[config.mk]
export PLATFORM = sky130hd
export DESIGN_NAME = pipelined_addsub_flat
export DESIGN_NICKNAME = d
export VERILOG_FILES = /design/src/rtl/pipelined_addsub_if.sv /design/src/rtl/pipelined_addsub.sv /design/src/flat_wrapper.sv
export SDC_FILE = /design/constraint.sdc
export NUM_CORES = 1
export LEC_CHECK = 0
export BUFFER_PORTS_ARGS = -buffer_cell sky130_fd_sc_hd__clkbuf_2
export CELL_PAD_IN_SITES_DETAIL_PLACEMENT = 2
export CELL_PAD_IN_SITES_GLOBAL_PLACEMENT = 2
export CORE_UTILIZATION = 44
export CTS_BUF_LIST = sky130_fd_sc_hd__clkbuf_8
export DETAILED_ROUTE_END_ITERATION = 10
export HOLD_SLACK_MARGIN = 0.02
export PLACE_DENSITY = 0.94
export SLEW_MARGIN = 15
export SYNTH_ARGS = -nofsm -noshare
export SYNTH_HDL_FRONTEND = slang
export SYNTH_SLANG_ARGS = --single-unit
[constraint.sdc]
create_clock -name clk -period 5.11 [get_ports clk]
set_input_delay 0.511 -clock clk [delete_from_list [all_inputs] [get_ports clk]]
set_output_delay 0.511 -clock clk [all_outputs]
set_load 0.02 [all_outputs]
[src/rtl/pipelined_addsub_if.sv]
// Handshake and operand/result bundle for the pipelined adder/subtractor.
// The master drives operands and consumes results; the slave is the adder.
interface pipelined_addsub_if #(
    parameter int WIDTH = 64
);
    logic             in_valid;
    logic             in_ready;
    logic [WIDTH-1:0] A;
    logic [WIDTH-1:0] B;
    logic             Cin;
    logic             sub;
    logic             out_valid;
    logic             out_ready;
    logic [WIDTH-1:0] S;
    logic             Cout;
    logic             Ovf;
    logic             Zero;

    modport master (
        output in_valid, A, B, Cin, sub, out_ready,
        input  in_ready, out_valid, S, Cout, Ovf, Zero
    );

    modport slave (
        input  in_valid, A, B, Cin, sub, out_ready,
        output in_ready, out_valid, S, Cout, Ovf, Zero
    );
endinterface

[src/rtl/pipelined_addsub.sv]
// Pipelined WIDTH-bit adder/subtractor: stage k resolves chunk k and hands its
// carry forward, with an elastic valid/ready chain that stalls in place.
module pipelined_addsub #(
    parameter int WIDTH  = 64,
    parameter int STAGES = 4
) (
    input  logic              clk,
    input  logic              resetN,
    pipelined_addsub_if.slave bus
);
    localparam int CHUNK = WIDTH / STAGES;

    // r_acc[k]: resolved sum in chunks 0..k, untouched A bits above that
    logic [STAGES-1:0] r_v;
    logic [WIDTH-1:0]  r_acc [STAGES];
    logic [WIDTH-1:0]  r_b   [STAGES];
    logic [STAGES-1:0] r_c;
    logic              r_ovf;
    logic              r_zero;

    logic [STAGES-1:0] w_adv;
    logic [STAGES-1:0] w_load;
    logic              w_in_ready;
    logic [WIDTH-1:0]  w_acc_in  [STAGES];
    logic [WIDTH-1:0]  w_b_in    [STAGES];
    logic [STAGES-1:0] w_c_in;
    logic [CHUNK:0]    w_ext     [STAGES];
    logic [WIDTH-1:0]  w_acc_nxt [STAGES];
    logic              w_c_msb;
    logic              w_unused;

    always_comb begin
        logic [STAGES-1:0] adv;
        adv             = '0;
        adv[STAGES-1]   = r_v[STAGES-1] & bus.out_ready;
        for (int k = STAGES - 2; k >= 0; k--) begin
            adv[k] = r_v[k] & (~r_v[k+1] | adv[k+1]);
        end
        w_adv      = adv;
        w_in_ready = ~r_v[0] | adv[0];
        w_load     = '0;
        w_load[0]  = bus.in_valid & w_in_ready;
        for (int k = 1; k < STAGES; k++) begin
            w_load[k] = adv[k-1];
        end
    end

    always_comb begin
        w_acc_in[0] = bus.A;
        w_b_in[0]   = bus.sub ? ~bus.B : bus.B;
        w_c_in      = '0;
        w_c_in[0]   = bus.sub ? 1'b1 : bus.Cin;
        for (int k = 1; k < STAGES; k++) begin
            w_acc_in[k] = r_acc[k-1];
            w_b_in[k]   = r_b[k-1];
            w_c_in[k]   = r_c[k-1];
        end
        for (int k = 0; k < STAGES; k++) begin
            w_ext[k] = {1'b0, w_acc_in[k][k*CHUNK +: CHUNK]}
                     + {1'b0, w_b_in[k][k*CHUNK +: CHUNK]}
                     + {{CHUNK{1'b0}}, w_c_in[k]};
            w_acc_nxt[k]                    = w_acc_in[k];
            w_acc_nxt[k][k*CHUNK +: CHUNK]  = w_ext[k][CHUNK-1:0];
        end
        // carry into the MSB recovered from the MSB's own sum and operands
        w_c_msb = w_ext[STAGES-1][CHUNK-1]
                ^ w_acc_in[STAGES-1][WIDTH-1]
                ^ w_b_in[STAGES-1][WIDTH-1];
    end

    // consumed low chunks of the B pipeline are dead after their stage
    always_comb begin
        w_unused = 1'b0;
        for (int k = 0; k < STAGES; k++) begin
            w_unused = w_unused ^ (^r_b[k]);
        end
    end

    always_ff @(posedge clk or negedge resetN) begin
        if (!resetN) begin
            r_v    <= '0;
            r_c    <= '0;
            r_ovf  <= 1'b0;
            r_zero <= 1'b0;
            for (int k = 0; k < STAGES; k++) begin
                r_acc[k] <= '0;
                r_b[k]   <= '0;
            end
        end else begin
            for (int k = 0; k < STAGES; k++) begin
                if (w_load[k]) begin
                    r_v[k]   <= 1'b1;
                    r_acc[k] <= w_acc_nxt[k];
                    r_b[k]   <= w_b_in[k];
                    r_c[k]   <= w_ext[k][CHUNK];
                end else if (w_adv[k]) begin
                    r_v[k] <= 1'b0;
                end
            end
            if (w_load[STAGES-1]) begin
                r_ovf  <= w_c_msb ^ w_ext[STAGES-1][CHUNK];
                r_zero <= (w_acc_nxt[STAGES-1] == '0);
            end
        end
    end

    assign bus.in_ready  = w_in_ready;
    assign bus.out_valid = r_v[STAGES-1];
    assign bus.S         = r_acc[STAGES-1];
    assign bus.Cout      = r_c[STAGES-1];
    assign bus.Ovf       = r_ovf;
    assign bus.Zero      = r_zero;
endmodule

[src/flat_wrapper.sv]
// flat-port wrapper written by rule: the top's interface ports become plain ports
module pipelined_addsub_flat 
#(
    parameter int WIDTH  = 64,
    parameter int STAGES = 4
)
  (clk, resetN, bus_in_valid, bus_A, bus_B, bus_Cin, bus_sub, bus_out_ready, bus_in_ready, bus_out_valid, bus_S, bus_Cout, bus_Ovf, bus_Zero);
  pipelined_addsub_if #(.WIDTH(WIDTH)) bus_i ();
  input  logic clk;
  input  logic resetN;
  input wire logic [$bits(bus_i.in_valid)-1:0] bus_in_valid;
  input wire logic [$bits(bus_i.A)-1:0] bus_A;
  input wire logic [$bits(bus_i.B)-1:0] bus_B;
  input wire logic [$bits(bus_i.Cin)-1:0] bus_Cin;
  input wire logic [$bits(bus_i.sub)-1:0] bus_sub;
  input wire logic [$bits(bus_i.out_ready)-1:0] bus_out_ready;
  output wire logic [$bits(bus_i.in_ready)-1:0] bus_in_ready;
  output wire logic [$bits(bus_i.out_valid)-1:0] bus_out_valid;
  output wire logic [$bits(bus_i.S)-1:0] bus_S;
  output wire logic [$bits(bus_i.Cout)-1:0] bus_Cout;
  output wire logic [$bits(bus_i.Ovf)-1:0] bus_Ovf;
  output wire logic [$bits(bus_i.Zero)-1:0] bus_Zero;
  assign bus_i.in_valid = bus_in_valid;
  assign bus_i.A = bus_A;
  assign bus_i.B = bus_B;
  assign bus_i.Cin = bus_Cin;
  assign bus_i.sub = bus_sub;
  assign bus_i.out_ready = bus_out_ready;
  assign bus_in_ready = bus_i.in_ready;
  assign bus_out_valid = bus_i.out_valid;
  assign bus_S = bus_i.S;
  assign bus_Cout = bus_i.Cout;
  assign bus_Ovf = bus_i.Ovf;
  assign bus_Zero = bus_i.Zero;
  pipelined_addsub #(.WIDTH(WIDTH), .STAGES(STAGES)) u_core (.clk(clk), .resetN(resetN), .bus(bus_i));
endmodule
==> impl_metrics.yaml, run 1 <==
placement:
  dp_hpwl_um: 34500
  dp.cells: 2058
  portBuffers: 202
  gp_congestion: 0.803
global_route:
  antenna_found_initial: 1
  first_global_vias: 14107
  grt_use_total_pct: 26.0
  grt_pass1_wl_um: 81400
  grt_max_degree: 139
  grt_overflow_total: 0
timing:
  fin_crit_sh_pct: 68.6
  max_freq_mhz: 285
  rsz0062_at_grt: "false"
  finalSetupTns_ns: 0
  worst_pin_slew_ns: 1.14
  period_needed_ns: 3.51
  hold_violations: 0
  setup_viol: 0
  clock_skew_ns: 0.0274
  fin_hold_ws_ns: 0.0686
  maxSlewHeadroom_pct: 24.3
  slew_viol_final: 0
clock_network:
  clkTransAtPathRegs_ns: 0.07
  post_cts_buffers: 0
  postCtsResizedCells: 0
  cts.path.max_buffers: 3
  worstSkewPairLatency_ns: 0.67
  cts_tree: "built"
  numCtsBuffers: 61
  cts.sinks: 362
  clock-root-buffer: "clkbuf_8"
  hold_buffers: 8
  cts_max_level: 2
critical_path:
  timing.rr.start: "u_core.r_c[2]"
  max_stage_delay_ns: 0.54
  crit_path_end_kind: "flip-flop"
  crit_type: "reg -> reg"
  r2r_cells: 11
  endpoint: "u_core.bus.Zero"
  crit_fanout: 2
  worst_path_max_delay_cell: "fa_1"
  cp_data_arrival_time_ns: 4.09
  crit_start: "u_core.r_c[2]"
  r2r_slack_ns: 1.60
  worstReg2RegEnd: "u_core.bus.Zero"
  cp.required_ns: 5.69
  cp-start-kind: "flip-flop"
  crit_chain: "inv_1, fa_1, fa_1, nor4b_1, nand4_1, nor4_1, nand3_1, and4b_1, nand4_1, nand4b_1, o21ai_1"
floorplanning:
  die_x_um: 200
  dieArea_um2: 40100
  rows: 72
  die_h_um: 200
  io_pins: 203
  initial_core_util_pct: 44.7
  core_um2: 38700
yosys:
  synth_cells: 1454
  synth-edff-count: 0
  synth_top_family_by_area: "multiplexers"
  synth_fa_ha_area_share_pct: 5.26
  ys_types: 62
  synth_fp_nets: 1656
  avgSynthCellArea_um2: 11.9
  ys_async_sr_fraction_pct: 100
  ys_warn_count: 0
  synth_mux_area_share_pct: 16.0
  syn-cell-area_um2: 17300
  synth-main-ff-cell: "dfrtp_1"
  yosys.area_share.simple_pct: 7.51
  ys_seq_area_share_pct: 52.4
  ys_ff_latch: 362
  synth_compound_area_share_pct: 8.32
  synth_xor_area_share_pct: 5.77
route:
  final_antenna_net_count: 0
  vias: 11794
  drt_pre_antenna_iters: 4
  wirelength_um: 50800
  viasPerCell: 5.43
  routedWlPerCell_um: 23.4
  drt_iter0_drc: 370
  drc: 0
outcome:
  status: "finished, final reports clean"
pwr:
  ir_drop_mv: 0.215
  p_per_area_nw_per_um2: 596
  p_total_uw: 11700
  leakage_uw: 0.00911
final_layout:
  syn_to_final_growth_pct: 13.7
  final_nets: 1813
  drive_gt1_share_pct: 33.9
  instances_no_fill: 2173
  finalCoreUtilization_pct: 50.8
flow_run:
  maxCapViolCount: 0
worst_hold_path:
  min_path_type: "in -> reg"
worst min-delay path by stage:
stage                 startpoint           endpoint  slack, ns  depth (start not counted)
2_1_floorplan             resetN     u_core.bus.Ovf       0.22                          0
3_3_place_gp   u_core.r_acc[154]  u_core.r_acc[154]       0.46                          2
3_5_place_dp     u_core.r_b[252]    u_core.r_b[252]       0.47                          2
4_1_cts                bus_A[38]  u_core.r_acc[230]       0.02                          2
5_1_grt                bus_A[38]  u_core.r_acc[230]       0.04                          2
6_report               bus_A[45]  u_core.r_acc[237]       0.07                          2
power breakdown:
part           internal [uW]  leakage (uW)  switching, uW
registers               3870       0.00436            828
clock network           1380      0.000706           1220
logic                   1880       0.00404           2540
total                   7130       0.00911           4590
state kept, by name, summed over array words and instances, names as in the netlist:
signal,cells
u_core.bus.Ovf,1
u_core.bus.S,64
u_core.bus.Zero,1
u_core.r_acc,192
u_core.r_b,96
u_core.r_c,4
u_core.r_v,4
per-stage QoR:
| stage | instance area (um^2) | setup WS (ns) |
|---|---|---|
| global route | 19700 | 1.38 |
| detailed placement | 18400 | 1.50 |
| CTS | 19700 | 1.50 |
| finish | 19700 | 1.60 |
| floorplan | 17300 | 1.42 |
| global placement | 18400 | 1.61 |
cell usage after synthesis (20+ instances only):
cell type	n	area (um^2)
dfrtp_1	362	9060
clkbuf_1	35	131
buf_4	64	480
xnor2_1	70	613
o21ai_0	118	591
ha_1	60	751
mux2_2	245	2760
nor3_1	20	100
nand2_1	141	529
nor2_1	30	113
a21oi_1	41	205
inv_1	29	109
xor2_1	44	385
cells by family (layout without fill, tap and decap cells):
| group | count (synthesis) | in the layout |
|---|---|---|
| AND/OR/NAND/NOR | 275 | 275 |
| multiplexers | 246 | 246 |
| buffers and inverters | 153 | 353 |
| other | 0 | 1 |
| AO/OA/AOI/OAI | 236 | 236 |
| adder cells (fa/ha/maj) | 68 | 68 |
| XOR/XNOR | 114 | 114 |
| flip-flops | 362 | 362 |
layer usage:
metal	vias up	GRT usage, %	wire (um)
met5	-	0	0
met3	130	4.39	1520
met4	0	12.7	2380
met2	254	47.2	27000
li1	5302	-	-
met1	6108	29.6	19900
worst max-delay path: cells and delay by family, from the launching register on:
kind	cells	cell delay [ns]
and+or+nand+nor	7	1.83
AOI/OAI and AO/OA	1	0.17
adders and majority gates	2	1.01
buffers and inverters	1	0.06
DFF	1	0.35
layout by cell type, fill, tap and decap left out, types with 9 or more instances in the layout:
cell type / Yosys / final
xor2_1: 44 / 44
nand4_1: 9 / 9
nor4_1: 11 / 11
nand3_1: 14 / 14
mux2_2: 245 / 245
nand2b_1: 14 / 13
o21ai_0: 118 / 118
clkbuf_2: 0 / 200
xnor2_1: 70 / 70
nor2b_1: 9 / 9
nand2_1: 141 / 138
dfrtp_1: 362 / 362
a21oi_1: 41 / 41
nor2_1: 30 / 30
a21o_1: 17 / 17
nor3_1: 20 / 20
inv_1: 29 / 50
ha_1: 60 / 60
clkbuf_8: 0 / 76
area by class of cell:
type / instances / area (um^2)
flip-flops and latches: 362 / 9060
well taps: 518 / 648
clock inverters: 30 / 159
inverters: 29 / 109
repair buffers: 218 / 1200
fillers: 3820 / 19100
multi-input cells: 939 / 7450
clock buffers: 76 / 1050
diodes: 1 / 2.50
No activity file was read; power rests on OpenSTA's default activity.
==> run 2, diff against run 1 <==
--- a/config.mk
+++ b/config.mk
@@ -5,14 +5,15 @@
 export SDC_FILE = /design/constraint.sdc
 export NUM_CORES = 1
 export LEC_CHECK = 0
+export ABC_AREA = 1
 export BUFFER_PORTS_ARGS = -buffer_cell sky130_fd_sc_hd__clkbuf_2
 export CELL_PAD_IN_SITES_DETAIL_PLACEMENT = 2
 export CELL_PAD_IN_SITES_GLOBAL_PLACEMENT = 2
-export CORE_UTILIZATION = 44
+export CORE_UTILIZATION = 33
 export CTS_BUF_LIST = sky130_fd_sc_hd__clkbuf_8
 export DETAILED_ROUTE_END_ITERATION = 10
 export HOLD_SLACK_MARGIN = 0.02
-export PLACE_DENSITY = 0.94
+export PLACE_DENSITY = 0.85
 export SLEW_MARGIN = 15
 export SYNTH_ARGS = -nofsm -noshare
 export SYNTH_HDL_FRONTEND = slang
==> constraint.sdc (replaced) <==
create_clock -name clk -period 3.05 [get_ports clk]
set_input_delay 0.305 -clock clk [delete_from_list [all_inputs] [get_ports clk]]
set_output_delay 0.305 -clock clk [all_outputs]
set_load 0.02 [all_outputs]
==> run 2 against run 1 <==
Compared with the run above:
- register-to-register slack worse by 1.1 ns
- sequential power is 83% higher
- largest power group is now combinational cells
- non-clock buffer count is 101 higher
- synthesized area is 3.1% higher
==> impl_metrics.yaml, run 2 <==
outcome:
  status: "finished, final reports clean"
yosys:
  synth_fp_nets: 2361
  synth.area.top_cells: "dfrtp_1, nand2_1, ha_1"
  synth_top_area_share_pct: 50.8
  ys_seq_area_share_pct: 50.8
  ys_types: 38
  synth_top_area_cell: "dfrtp_1"
  synth-edff-count: 0
  synth_top_cells_by_count: "nand2_1, dfrtp_1, o21ai_0"
  avgSynthCellArea_um2: 8.26
  yosysMostFrequentCell: "nand2_1"
  synth-main-ff-cell: "dfrtp_1"
  ys_warn_count: 0
  ys_async_sr_fraction_pct: 100
  synth_cells: 2159
  syn-cell-area_um2: 17800
  ys_ff_latch: 362
clock_network:
  hold_buffers: 95
  cts.path.max_buffers: 3
  post_cts_buffers: 0
  numCtsBuffers: 70
  clkTransAtPathRegs_ns: 0.06
  postCtsResizedCells: 0
  cts_tree: "built"
  cts_max_level: 3
  cts.sinks: 362
  clock-root-buffer: "clkbuf_8"
  worstSkewPairLatency_ns: 0.64
global_route:
  antenna_found_initial: 2
  grt_max_degree: 81
  first_global_vias: 18206
  grt_pass1_wl_um: 103000
  grt_overflow_total: 0
  grt_use_total_pct: 24.4
floorplanning:
  rows: 84
  io_pins: 203
  dieArea_um2: 55000
  core_um2: 53000
  die_h_um: 235
  die_x_um: 235
  initial_core_util_pct: 33.7
route:
  final_antenna_net_count: 0
  routedWlPerCell_um: 20.8
  drt_iter0_drc: 621
  wirelength_um: 65300
  drc: 0
  viasPerCell: 5.01
  vias: 15761
  drt_pre_antenna_iters: 4
critical_path:
  cp-start-kind: "flip-flop"
  crit_path_end_kind: "flip-flop"
  r2r_cells: 14
  crit_fanout: 2
  cp_data_arrival_time_ns: 3.12
  crit_type: "reg -> reg"
  cp.required_ns: 3.61
final_layout:
  drive_gt1_share_pct: 14.3
  final_nets: 2607
  largest_reg_flops: 192
  num-fill-cells: 5933
  mostFrequentLayoutCells: "nand2_1, dfrtp_1, clkbuf_2"
  final_common_cell: "nand2_1"
  syn_to_final_growth_pct: 21.5
  fin_area_um2: 21700
  top_register: "u_core.r_acc"
pwr:
  leakage_uw: 0.0114
  ir_drop_mv: 0.429
  p_total_uw: 24900
  p_per_area_nw_per_um2: 1150
timing:
  hold_violations: 0
  clock_skew_ns: 0.0282
  setup_viol: 0
  finalSetupTns_ns: 0
  period_needed_ns: 2.56
  slew_viol_final: 0
  worst_slack_ns: 0.489
  rsz0062_at_grt: "false"
  fin_hold_ws_ns: 0.0796
  maxSlewHeadroom_pct: 29.8
  worst_pin_slew_ns: 1.05
  max_freq_mhz: 390
  fin_crit_sh_pct: 84.0
placement:
  portBuffers: 202
  gp_congestion: 0.825
  dp_slack_ns: 0.451
  dp_hpwl_um: 40700
  placed_cell_area_um2: 19200
worst_hold_path:
  hold_depth: 3
  min_path_type: "in -> reg"
flow_run:
  maxCapViolCount: 0
==> run 2: changes by cell type after synthesis, sizes merged, moves of 19 or more <==
cell / change
nand2: +812
xor2: -19
nor2: +58
o21ai: +19
inv: +82
nand3: +41
mux2: -245
==> run 2: kinds of logic after synthesis <==
kind of cell             after synthesis  synth area share, %
buffers and inverters                256                 6.98
AND/OR/NAND/NOR                     1128                 24.9
XOR/XNOR                              89                 4.37
flip-flops                           362                 50.8
AO/OA/AOI/OAI                        256                 7.85
adder cells (fa/ha/maj)               68                 5.11
==> run 2: critical path, cell delays in order, from the launching register on <==
cell and delay (ns):
dfrtp_1 0.36, inv_1 0.07, fa_1 0.47, fa_1 0.41
nand2_1 0.10, nand2_1 0.06, nor2_1 0.08, nand2_1 0.09
nor2_1 0.24, nand3_1 0.13, nor2_1 0.12, nand3_1 0.10
nor2_1 0.12, nand3_1 0.08, nand2_1 0.06
==> run 2: cell type report <==
type / instances / area, um^2 / share of cell area [%]
Multi-Input combinational cell: 1541 / 7560 / 34.9
Sequential cell: 362 / 9060 / 41.8
Inverter: 111 / 418 / 1.93
Antenna cell: 1 / 2.50 / 0.0115
Clock inverter: 34 / 279 / 1.29
Timing Repair Buffer: 319 / 2250 / 10.4
Clock buffer: 91 / 1250 / 5.78
Tap cell: 688 / 861 / 3.97
==> run 2: stage by stage <==
stage / util [%] / cells
2_1_floorplan: - / 2159
6_report: 40.9 / 3147
5_1_grt: 40.9 / 3147
4_1_cts: 40.9 / 3146
3_5_place_dp: 36.2 / 2926
3_3_place_gp: 36.2 / 2926
==> run 2: power by group <==
part,internal [uW],switching (uW),leakage (uW)
combinational,3380,7530,0.00605
clock,3100,2290,0.000860
sequential,6950,1640,0.00450
==> run 2: final timing paths <==
path,slack [ns],start,end
setup / recovery,0.49,u_core.r_c[2],u_core.bus.Zero
hold / removal,0.08,bus_B[26],u_core.r_b[218]
setup reg to reg,0.49,u_core.r_c[2],u_core.bus.Zero
hold reg to reg,0.46,u_core.r_b[178],u_core.r_b[114]
max in group asynchronous,1.86,resetN,u_core.r_b[164]
min in group asynchronous,0.27,resetN,u_core.r_b[120]
==> run 2: metal layers <==
metal  up-vias  wire, um  global-route usage, %
li1       7258         -                      -
met1      8007     26900                   28.2
met2       331     33500                   43.6
met3       163      2040                   4.26
met4         2      2860                   11.2
met5         -        13                      0
